File: src/rtl/pipe_stage_fifo_if.sv
// Stage-boundary handshake bundle for pipe_stage_fifo.
// Upstream side: in_valid/in_data out, in_allow back.
// Downstream side: out_valid/out_data out, out_allow back.
// flush squashes the whole buffer, and count reports its occupancy.
interface pipe_stage_fifo_if #(
  parameter int DATA_W = 64,
  parameter int DEPTH  = 2
);
  localparam int CNT_W = $clog2(DEPTH + 1);

  logic              flush;
  logic              in_valid;
  logic              in_allow;
  logic [DATA_W-1:0] in_data;
  logic              out_valid;
  logic              out_allow;
  logic [DATA_W-1:0] out_data;
  logic [CNT_W-1:0]  count;

  // Pipeline control / neighbouring stages
  modport master (
    output flush, in_valid, in_data, out_allow,
    input  in_allow, out_valid, out_data, count
  );

  // The buffer itself
  modport slave (
    input  flush, in_valid, in_data, out_allow,
    output in_allow, out_valid, out_data, count
  );
endinterface

File: src/rtl/pipe_stage_fifo.sv
// pipe_stage_fifo: DEPTH-entry elastic stage buffer with valid/allow handshake
// and synchronous flush. The buffer is a circular store with an occupancy
// counter. Data is visible on the output one cycle after it is pushed.
// Optional macro PIPE_STAGE_FIFO_PASS_EN: while the buffer is full, accept a
// push when a pop happens in the same cycle. This makes in_allow depend on
// out_allow combinationally.
module pipe_stage_fifo #(
  parameter int DATA_W = 64,
  parameter int DEPTH  = 2,
  parameter int CNT_W  = $clog2(DEPTH + 1)
) (
  input  logic              clk,
  input  logic              resetn,
  pipe_stage_fifo_if.slave  bus
);
  // A one-entry buffer still gets a 1-bit pointer, held at 0.
  localparam int PTR_W = (DEPTH > 1) ? $clog2(DEPTH) : 1;

  generate
    if (DEPTH < 1 || (DEPTH & (DEPTH - 1)) != 0) begin : g_bad_depth
      $error("pipe_stage_fifo: DEPTH must be a power of two and >= 1");
    end
  endgenerate

  logic [DATA_W-1:0] mem [DEPTH];
  logic [PTR_W-1:0]  wr_ptr, rd_ptr;
  logic [CNT_W-1:0]  cnt;
  logic              full, empty, push, pop;

  function automatic logic [PTR_W-1:0] ptr_inc(input logic [PTR_W-1:0] p);
    ptr_inc = (DEPTH == 1) ? '0 : p + PTR_W'(1);
  endfunction

  assign full  = (cnt == CNT_W'(DEPTH));
  assign empty = (cnt == '0);

`ifdef PIPE_STAGE_FIFO_PASS_EN
  assign bus.in_allow = ~full | bus.out_allow;
`else
  assign bus.in_allow = ~full;
`endif

  // flush wins over any handshake that happens in the same cycle.
  assign push = bus.in_valid & bus.in_allow & ~bus.flush;
  assign pop  = ~empty & bus.out_allow & ~bus.flush;

  assign bus.out_valid = ~empty;
  assign bus.out_data  = mem[rd_ptr];
  assign bus.count     = cnt;

  // Pointer and occupancy bookkeeping; flush rewinds to empty.
  always_ff @(posedge clk or negedge resetn) begin
    if (!resetn) begin
      wr_ptr <= '0;
      rd_ptr <= '0;
      cnt    <= '0;
    end else if (bus.flush) begin
      wr_ptr <= '0;
      rd_ptr <= '0;
      cnt    <= '0;
    end else begin
      if (push) wr_ptr <= ptr_inc(wr_ptr);
      if (pop)  rd_ptr <= ptr_inc(rd_ptr);
      if (push && !pop)      cnt <= cnt + CNT_W'(1);
      else if (pop && !push) cnt <= cnt - CNT_W'(1);
    end
  end

  // Entry storage. Reset clears it so out_data is never X.
  // A flush leaves the contents in place.
  always_ff @(posedge clk or negedge resetn) begin
    if (!resetn) begin
      for (int i = 0; i < DEPTH; i++) mem[i] <= '0;
    end else if (push) begin
      mem[wr_ptr] <= bus.in_data;
    end
  end
endmodule

File: src/flat_wrapper.sv
// flat-port wrapper written by rule: the top's interface ports become plain ports
module pipe_stage_fifo_flat 
#(
  parameter int DATA_W = 64,
  parameter int DEPTH  = 2,
  parameter int CNT_W  = $clog2(DEPTH + 1)
)
  (clk, resetn, bus_flush, bus_in_valid, bus_in_data, bus_out_allow, bus_in_allow, bus_out_valid, bus_out_data, bus_count);
  pipe_stage_fifo_if #(.DATA_W(DATA_W), .DEPTH(DEPTH)) bus_i ();
  input  logic clk;
  input  logic resetn;
  input wire logic [$bits(bus_i.flush)-1:0] bus_flush;
  input wire logic [$bits(bus_i.in_valid)-1:0] bus_in_valid;
  input wire logic [$bits(bus_i.in_data)-1:0] bus_in_data;
  input wire logic [$bits(bus_i.out_allow)-1:0] bus_out_allow;
  output wire logic [$bits(bus_i.in_allow)-1:0] bus_in_allow;
  output wire logic [$bits(bus_i.out_valid)-1:0] bus_out_valid;
  output wire logic [$bits(bus_i.out_data)-1:0] bus_out_data;
  output wire logic [$bits(bus_i.count)-1:0] bus_count;
  assign bus_i.flush = bus_flush;
  assign bus_i.in_valid = bus_in_valid;
  assign bus_i.in_data = bus_in_data;
  assign bus_i.out_allow = bus_out_allow;
  assign bus_in_allow = bus_i.in_allow;
  assign bus_out_valid = bus_i.out_valid;
  assign bus_out_data = bus_i.out_data;
  assign bus_count = bus_i.count;
  pipe_stage_fifo #(.DATA_W(DATA_W), .DEPTH(DEPTH), .CNT_W(CNT_W)) u_core (.clk(clk), .resetn(resetn), .bus(bus_i));
endmodule
File: config.mk
export PLATFORM = sky130hd
export DESIGN_NAME = pipe_stage_fifo_flat
export DESIGN_NICKNAME = d
export VERILOG_FILES = /design/src/rtl/pipe_stage_fifo_if.sv /design/src/rtl/pipe_stage_fifo.sv /design/src/flat_wrapper.sv
export SDC_FILE = /design/constraint.sdc
export NUM_CORES = 1
export LEC_CHECK = 0
export BUFFER_PORTS_ARGS = -buffer_cell sky130_fd_sc_hd__buf_4
export CAP_MARGIN = 20
export CORE_AREA = 2 2 125 127
export DETAILED_ROUTE_END_ITERATION = 10
export DIE_AREA = 0 0 127 129
export PLACE_DENSITY = 0.64
export SYNTH_ARGS = -nofsm -noshare
export SYNTH_HDL_FRONTEND = slang
export SYNTH_SLANG_ARGS = --single-unit
File: constraint.sdc
create_clock -name clk -period 2.8 [get_ports clk]
set_input_delay 0.56 -clock clk [delete_from_list [all_inputs] [get_ports clk]]
set_output_delay 0.56 -clock clk [all_outputs]
set_load 0.05 [all_outputs]
==> flow_summary_export.csv, run 1 <==
group,metric,value,unit
global_route,gr-usage-all-layers,0.159,
synth,synth_area,5930,um2
floorplan,die_w,127,um
global_route,grt_pass1_vias,3992,
synth,yosysTopAreaCellShare,0.557,
sta,finalHoldViolCount,0,
route,num_vias,3525,
pwr,intPower,4600,uW
floorplan,die_y,129,um
floorplan,std_cell_rows,45,
synth,yosys-top-cells-area,"dfrtp_1, mux2_2, mux2_4",
setup_path,ff2ff_setup_slack,0.93,ns
setup_path,worst-path-stages,3,
route,firstDrtPassIters,5,
synth,ys_warn_count,0,
pwr,pwr-share-comb,0.338,
setup_path,crit_type,"reg2out",
synth,synth_top_area_cell,"dfrtp_1",
cts,cts_buffers,17,
route,wl_met2,6100,um
synth,synthAdderAreaFrac,0,
synth,synth_xor_xnor_area_share,0.00148,
synth,synth-seq-cells,132,
cts,cts_tree,"yes",
pwr,netSwitchingPower,2300,uW
place,io_buffers,136,
pwr,power_frac_clock,0.283,
sta,setup_violations,0,
synth,ys_types,21,
synth,ys_top_cells_by_count,"mux2_2, dfrtp_1, mux2_4",
route,wl,12500,um
setup_path,r2r.worst_path.cells,5,
sta,whs,0.197,ns
sta,drv_slew,0,
route,top_layer,"met4",
place,gp_congestion,0.754,
cells_and_area,drive_gt1_frac,0.703,
synth,synth_edf_count,0,
synth,async_reset_ff_frac,1.00,
sta,min_period,2.34,ns
pwr,power_frac_seq,0.379,
cts,clockBufferDepth,2,
route,wl_met1,5370,um
route,post_drt_wl_per_cell,17.6,um
synth,syn_avg_cell_area,16.2,um2
sta,fin_tns_setup,0,ns
setup_path,slowest_stage,"buf_4",
global_route,grt_pass1_wl,20400,um
synth,synth_top_family_by_area,"multiplexers",
cts,cts_resized,0,
sta,rsz0062_at_grt,"no",
setup_path,crit_end,"bus_out_data[14]",
setup_path,critPathMaxStageDelay,0.41,ns
cts,cts_num_sinks,132,
sta,final.setup_skew,0.00768,ns
pwr,p_leak,0.00354,uW
synth,yosys.area_share.simple,0.0131,
route,drt_iter0_drc,72,
synth,ys_seq_area_frac,0.557,
synth,synth_ff_type,"dfrtp_1",
setup_path,worstPathBufferInverterCount,2,
setup_path,cp.arrival,1.78,ns
floorplan,dieArea,16400,um2
cts,htreeDepth,4,
setup_path,path_cells,"buf_4, mux2_2, buf_4",
global_route,grt_max_degree,65,
setup_path,cpMostUsedCell,"buf_4",
sta,tightestPinTransition,0.680,ns
synth,synth_mux_area_frac,0.398,
synth,syn_nets,434,
worst_hold_path,min_path_type,"in2async",
route,postRouteAntennaNets,0,
setup_path,end_kind,"primary output",
cells_and_area,syn2layout_area_growth,29.8,%
route,drc,0,
synth,postSynthCellCount,365,
route,vias_per_cell,4.96,
sta,post-route-period-util,0.837,
pwr,swShare,0.333,
cts,cts_hold_buf,0,
floorplan,core-area,15000,um2
route,wl_met3,953,um
cts,clkTransAtPathRegs,0.06,ns
pwr,power_density,897,nW/um2
cts,clk_latency,0.40,ns
cts,postCtsSetupBuffers,0,
synth,synth-compound-area-share,0.00759,
sta,slew_headroom,0.546,
cts,cts_root_buf,"clkbuf_16",
pwr,peakVddDrop,0.525,mV
flow_run,drv_cap,0,
setup_path,crit_start,"u_core.rd_ptr",
setup_path,critPathLaunchType,"register",
run_status,status,"finished clean",
cells_and_area,fill_cells,1282,
setup_path,required,2.24,ns
setup_path,critical_path.max_fanout,34,
setup_path,r2r-start,"u_core.bus.count[0]",
cells_and_area,finalNetCount,578,
floorplan,start_util,0.396,
setup_path,cpLargestDelayFamily,"buffers and inverters",
global_route,antenna_found_initial,0,
floorplan,num_io_pins,137,
cells_and_area,diodes,0,
setup_path,reg2reg_to,"u_core.mem[44]",
sta,fmax,427,MHz
synth,yosysMostFrequentCell,"mux2_2",
global_route,grt-ovfl-total,0,
place,dp_hpwl,8000,um
-- power groups by stage --
stage	combinational [uW]	sequential, uW	clock, uW
floorplan	1790	2560	0
global placement	2330	2600	0
detailed placement	2360	2630	0
CTS	2370	2610	2000
global route	2470	2670	2110
finish	2330	2610	1950
-- worst min-delay path by stage --
stage / slack [ns] / startpoint / depth (start not counted) / end
after global routing: 0.24 / resetn / 1 / u_core.mem[120]
after CTS: 0.21 / resetn / 1 / u_core.mem[56]
after global placement: 0.48 / u_core.mem[57] / 1 / u_core.mem[57]
after floorplan: 0.26 / resetn / 0 / u_core.bus.count[0]
final: 0.20 / resetn / 1 / u_core.mem[120]
after detailed placement: 0.49 / u_core.mem[26] / 1 / u_core.mem[26]
-- placed cells by master (no fill, tap or decap), types with 2 or more instances in the layout --
cell,n
inv_1,2
clkinv_2,3
clkbuf_1,8
clkbuf_16,17
mux2_4,50
a21oi_1,4
buf_12,4
buf_4,141
clkbuf_8,3
or2_2,2
mux2_2,142
dfrtp_1,131
o21ai_0,2
-- per-stage QoR --
step / total power (uW) / utilization / cell area [um2] / worst slack, ns / instances
after floorplan: 4350 / - / 5930 / 0.577 / 365
after global placement: 4920 / 0.479 / 7180 / 0.833 / 678
after detailed placement: 4990 / 0.479 / 7180 / 0.802 / 678
after CTS: 6980 / 0.514 / 7700 / 0.409 / 710
after global routing: 7250 / 0.514 / 7700 / 0.345 / 710
final: 6900 / 0.514 / 7700 / 0.457 / 710
-- logic make-up after synthesis --
family,Yosys count
and+or+nand+nor,9
buffers and inverters,22
AOI/OAI and AO/OA,8
DFF,132
xor gates and xnor gates,1
muxes,193
-- layout make-up --
class | instances | area, um2 | area share
clock buffers | 28 | 497 | 0.0645
flip-flops and latches | 132 | 3300 | 0.429
well taps | 188 | 235 | 0.0306
inverters | 2 | 7.51 | 0.000975
clock inverters | 4 | 22.5 | 0.00293
multi-input cells | 211 | 2490 | 0.324
repair buffers | 145 | 1140 | 0.148
-- worst register-to-register path, delay by kind of cell, from the launching register on --
family	cells	cell delay, ns
buf+inv	2	0.44
mux	1	0.42
simple gates	2	0.44
flops	1	0.45
-- state kept, by name, indices dropped and copies added, names as in the netlist --
signal / cells
u_core.bus.count: 2
u_core.mem: 128
u_core.rd_ptr: 1
u_core.wr_ptr: 1
-- per-layer routing --
layer  GRT usage  up-vias
met4      0.0433        0
met2       0.257      100
li1            -     1601
met5           0        -
met3      0.0690        7
met1       0.197     1817
Note: power is estimated with default switching activity, not from simulation.
==> run 2: changes to the inputs <==
Settings changed: ABC_AREA set to 1, CORE_AREA 2 2 125 127 to 2 2 126 128, DIE_AREA 0 0 127 129 to 0 0 128 130, PLACE_DENSITY 0.64 to 0.66.
Clock period 2.8 ns to 1.95 ns, I/O delays scaled along.
==> flow_summary_export.csv, run 2 <==
group,metric,value,unit
pwr,peakVddDrop,0.998,mV
cells_and_area,finalNetCount,919,
cells_and_area,regMostFlops,"u_core.mem",
place,dp_cells,1019,
flow_run,drv_cap,0,
route,vias_per_cell,4.57,
sta,finalHoldViolCount,0,
cts,htreeDepth,4,
cts,postCtsSetupBuffers,0,
route,wl_met3,637,um
synth,ys_seq_area_frac,0.549,
setup_path,end_kind,"primary output",
sta,fmax,531,MHz
worst_hold_path,min_path_type,"in2reg",
sta,fin_ws,0.0683,ns
run_status,status,"finished clean",
place,dp_hpwl,8510,um
cells_and_area,regArea,3300,um2
cells_and_area,final_common_cell,"nand2_1",
cts,clkTransAtPathRegs,0.06,ns
synth,synth_top_area_cell,"dfrtp_1",
cells_and_area,final_cell_mix,"nand2_1, dfrtp_1, buf_4",
sta,tightestPinTransition,0.414,ns
route,drt_iter0_drc,367,
synth,ys_top_cells_by_count,"nand2_1, dfrtp_1, inv_1",
floorplan,start_util,0.390,
cells_and_area,fill_cells,1487,
global_route,grt_max_degree,69,
global_route,grt_pass1_vias,4539,
synth,synth_ff_type,"dfrtp_1",
synth,ys_warn_count,0,
sta,slew_headroom,0.721,
route,post_drt_wl_per_cell,12.7,um
setup_path,critPathLaunchType,"register",
cells_and_area,largest_reg_flops,128,
cells_and_area,multi_input_area,2200,um2
synth,async_reset_ff_frac,1.00,
sta,setup_violations,0,
floorplan,core-area,15400,um2
cells_and_area,drive_gt1_frac,0.282,
floorplan,dieArea,16600,um2
route,wl_met1,6170,um
pwr,p_leak,0.00438,uW
cells_and_area,syn2layout_area_growth,34.3,%
cts,cts_buffers,17,
sta,post-route-period-util,0.965,
route,top_layer,"met4",
cts,clk_latency,0.41,ns
route,drc,0,
synth,synth-seq-cells,132,
synth,synth_edf_count,0,
route,num_vias,4825,
global_route,grt_pass1_wl,21900,um
synth,postSynthCellCount,722,
sta,rsz0062_at_grt,"no",
place,io_buffers,136,
global_route,gr-usage-all-layers,0.167,
global_route,grt-ovfl-total,0,
sta,fin_tns_setup,0,ns
route,postRouteAntennaNets,0,
sta,drv_slew,0,
sta,min_period,1.88,ns
setup_path,required,1.56,ns
synth,yosysTopAreaCellShare,0.549,
sta,final.setup_skew,0.00571,ns
cts,clockBufferDepth,2,
synth,synth_area,6020,um2
cells_and_area,final_cells,1055,
setup_path,cp.arrival,1.49,ns
cts,cts_num_sinks,132,
place,dp_slack,0.332,ns
setup_path,critical_path.max_fanout,14,
route,firstDrtPassIters,5,
synth,yosysMostFrequentCell,"nand2_1",
setup_path,crit_type,"reg2out",
cts,cts_tree,"yes",
global_route,antenna_found_initial,0,
synth,syn_nets,791,
route,wl_met2,6460,um
pwr,power_density,1820,nW/um2
cts,cts_root_buf,"clkbuf_16",
floorplan,num_io_pins,137,
floorplan,std_cell_rows,46,
floorplan,die_w,128,um
synth,yosys-top-cells-area,"dfrtp_1, nand2_1, o21ai_2",
cells_and_area,diodes,0,
synth,ys_types,20,
floorplan,die_y,130,um
place,gp_congestion,0.799,
synth,syn_avg_cell_area,8.33,um2
route,wl,13400,um
## run 2: cell count changes after synthesis, moves of 29 or more
cell and change:
inv_1 +68, mux2_2 -142, mux2_4 -50, nand2_1 +331, o21ai_0 +50, o21ai_1 +29, o21ai_2 +50
## run 2: final timing paths
path | from | end | slack, ns | cells past startpoint
worst max-delay path | u_core.rd_ptr | bus_out_data[8] | 0.07 | 5
worst min-delay path | bus_in_data[46] | u_core.mem[110] | 0.24 | 3
worst max register to register | u_core.bus.count[1] | u_core.mem[82] | 0.42 | 6
worst min register to register | u_core.mem[109] | u_core.mem[109] | 0.48 | 2
max in group asynchronous | resetn | u_core.mem[16] | 0.92 | 3
min in group asynchronous | resetn | u_core.bus.count[1] | 0.42 | 2
## run 2: power breakdown
group | switching, uW | internal [uW]
sequential | 607 | 3870
combinational | 4570 | 2320
clock | 1110 | 2230
## run 2: cells by family after synthesis
logic type             share of synthesized area
AO/OA/AOI/OAI                              0.142
buffers and inverters                     0.0898
flip-flops                                 0.549
AND/OR/NAND/NOR                            0.219
## run 2: per-layer routing
layer  track usage  up-vias
li1              -     2483
met4        0.0595        0
met3        0.0467       13
met1         0.216     2207
met2         0.271      122
met5             0        -
## run 2: per-stage QoR
step	hold WS [ns]	util	instance area, um2	power (uW)
after global routing	0.228	0.524	8080	15700
after floorplan	0.0944	-	6020	9110
after detailed placement	0.287	0.469	7230	11000
after global placement	0.286	0.469	7230	10900
after CTS	0.219	0.512	7900	14500
final	0.240	0.524	8080	14700
## run 2: area by class of cell
cell class | count | area share
well taps | 192 | 0.0297
repair buffers | 151 | 0.178
clock inverters | 10 | 0.0189
inverters | 72 | 0.0341
multi-input cells | 476 | 0.272
flip-flops and latches | 132 | 0.409
clock buffers | 22 | 0.0587
## run 2: timing repair
action                                  CTS  global route
pin swaps                                 0             0
endpoints found under the setup margin    6            59
hold buffers                              1             0
endpoints found under the hold margin    26             0
gates cloned                              0             3
resized for setup                         8            35
## run 2: worst max-delay path, stage by stage (launching register included)
cell and delay, ns:
dfrtp_2 0.45, clkinv_4 0.12, buf_12 0.16, nand2_1 0.06, nand2_1 0.11, buf_6 0.17
==> run 3: changes to the inputs <==
Settings changed: RECOVER_POWER set to 100.
==> flow_summary_export.csv, run 3 (synthesized netlist as in run 2, its figures left out) <==
group,metric,value,unit
route,top_layer,"met4",
pwr,peakVddDrop,0.995,mV
global_route,grt-ovfl-total,0,
global_route,antenna_found_initial,0,
flow_run,drv_cap,0,
floorplan,die_y,130,um
route,wl,13600,um
sta,final.setup_skew,0.00565,ns
cells_and_area,diodes,0,
sta,setup_violations,0,
route,wl_met1,6430,um
place,io_buffers,136,
cells_and_area,final_common_cell,"nand2_1",
cts,clkTransAtPathRegs,0.06,ns
worst_hold_path,min_path_cells,3,
sta,fmax,532,MHz
sta,tightestPinTransition,0.715,ns
sta,slew_headroom,0.523,
cells_and_area,largest_reg_flops,128,
floorplan,std_cell_rows,46,
pwr,p_leak,0.00428,uW
floorplan,core-area,15400,um2
place,gp_congestion,0.799,
setup_path,crit_type,"reg2out",
route,vias_per_cell,4.55,
setup_path,end_kind,"primary output",
place,dp_hpwl,8510,um
sta,post-route-period-util,0.965,
floorplan,dieArea,16600,um2
cells_and_area,drive_gt1_frac,0.225,
floorplan,die_w,128,um
setup_path,required,1.56,ns
cts,htreeDepth,4,
floorplan,start_util,0.390,
worst_hold_path,min_path_type,"in2reg",
pwr,power_frac_seq,0.310,
floorplan,num_io_pins,137,
setup_path,critPathLaunchType,"register",
cts,postCtsSetupBuffers,0,
place,post_dp_cell_area,7230,um2
pwr,power_frac_clock,0.232,
sta,fin_tns_setup,0,ns
route,drt_iter0_drc,376,
sta,rsz0062_at_grt,"no",
sta,drv_slew,0,
cells_and_area,final_cell_mix,"nand2_1, dfrtp_1, o21ai_0",
sta,fin_ws,0.0686,ns
cts,cts_tree,"yes",
global_route,grt_pass1_vias,4539,
global_route,gr-usage-all-layers,0.167,
setup_path,cp.arrival,1.49,ns
global_route,grt_max_degree,69,
cts,clk_latency,0.41,ns
sta,finalHoldViolCount,0,
cts,cts_root_buf,"clkbuf_16",
pwr,power_density,1840,nW/um2
run_status,status,"finished clean",
route,post_drt_wl_per_cell,12.9,um
cts,cts_buffers,17,
sta,min_period,1.88,ns
route,wl_met3,571,um
route,wl_met2,6410,um
setup_path,r2r.worst_path.cells,7,
cells_and_area,finalNetCount,919,
place,dp_slack,0.332,ns
cells_and_area,syn2layout_area_growth,30.1,%
pwr,netSwitchingPower,6160,uW
setup_path,critical_path.max_fanout,14,
route,num_vias,4801,
global_route,grt_pass1_wl,21900,um
cells_and_area,final_cell_area,7830,um2
cells_and_area,regMostFlops,"u_core.mem",
pwr,pwr-share-comb,0.458,
pwr,intPower,8250,uW
route,postRouteAntennaNets,0,
cells_and_area,fill_cells,1558,
pwr,swShare,0.427,
cells_and_area,fin_util,0.508,
route,firstDrtPassIters,4,
cts,cts_num_sinks,132,
cts,clockBufferDepth,2,
route,drc,0,
## run 3: cell count changes in the layout (fill, tap and decap cells not counted), sizes merged
| cell | delta |
|---|---|
| clkbuf | +5 |
| buf | -5 |
## run 3: worst paths after layout
| path | start | to | slack [ns] |
|---|---|---|---|
| min reg2reg | u_core.mem[73] | u_core.mem[73] | 0.48 |
| max in group asynchronous | resetn | u_core.mem[15] | 0.29 |
| min | bus_in_data[33] | u_core.mem[33] | 0.24 |
| max | u_core.rd_ptr | bus_out_data[8] | 0.07 |
| min in group asynchronous | resetn | u_core.bus.count[1] | 0.57 |
| max reg2reg | u_core.bus.count[0] | u_core.mem[75] | 0.25 |
## run 3: layout make-up
cell class	instances	area (um2)	share of cell area
clock buffers	22	474	0.0606
clock inverters	10	153	0.0195
inverters	72	275	0.0352
multi-input cells	476	2020	0.258
flip-flops and latches	132	3300	0.422
well taps	192	240	0.0307
repair buffers	151	1370	0.174
## run 3: power by group through the flow
stage / Sequential, uW / Combinational, uW / Clock (uW)
2_1_floorplan: 4410 / 4700 / 0
3_3_place_gp: 4470 / 6470 / 0
3_5_place_dp: 4500 / 6540 / 0
4_1_cts: 4460 / 6610 / 3420
5_1_grt: 4640 / 7160 / 3560
6_report: 4470 / 6610 / 3340
## run 3: layer usage
metal	global-route usage	vias to the layer above
met4	0.0595	0
met5	0	-
met1	0.216	2199
met2	0.271	112
met3	0.0467	13
li1	-	2477
## run 3: per-stage QoR
stage / instances / total power (uW) / hold WS [ns]
after floorplan: 722 / 9110 / 0.0944
after global placement: 1019 / 10900 / 0.286
after detailed placement: 1019 / 11000 / 0.287
after CTS: 1052 / 14500 / 0.219
after global routing: 1055 / 15400 / 0.229
final: 1055 / 14400 / 0.244
## run 3: what timing repair did
action	in CTS	in global routing
resized for setup	8	35
gates cloned	0	3
endpoints found under the setup margin	6	59
hold endpoints to repair	26	0
pin swaps	0	0
hold buffers	1	0
## run 3: critical path, stage by stage, from the launching register on
cell and delay [ns]:
dfrtp_2 0.45, clkinv_4 0.12, buf_12 0.16, nand2_1 0.06, nand2_1 0.11, buf_6 0.17
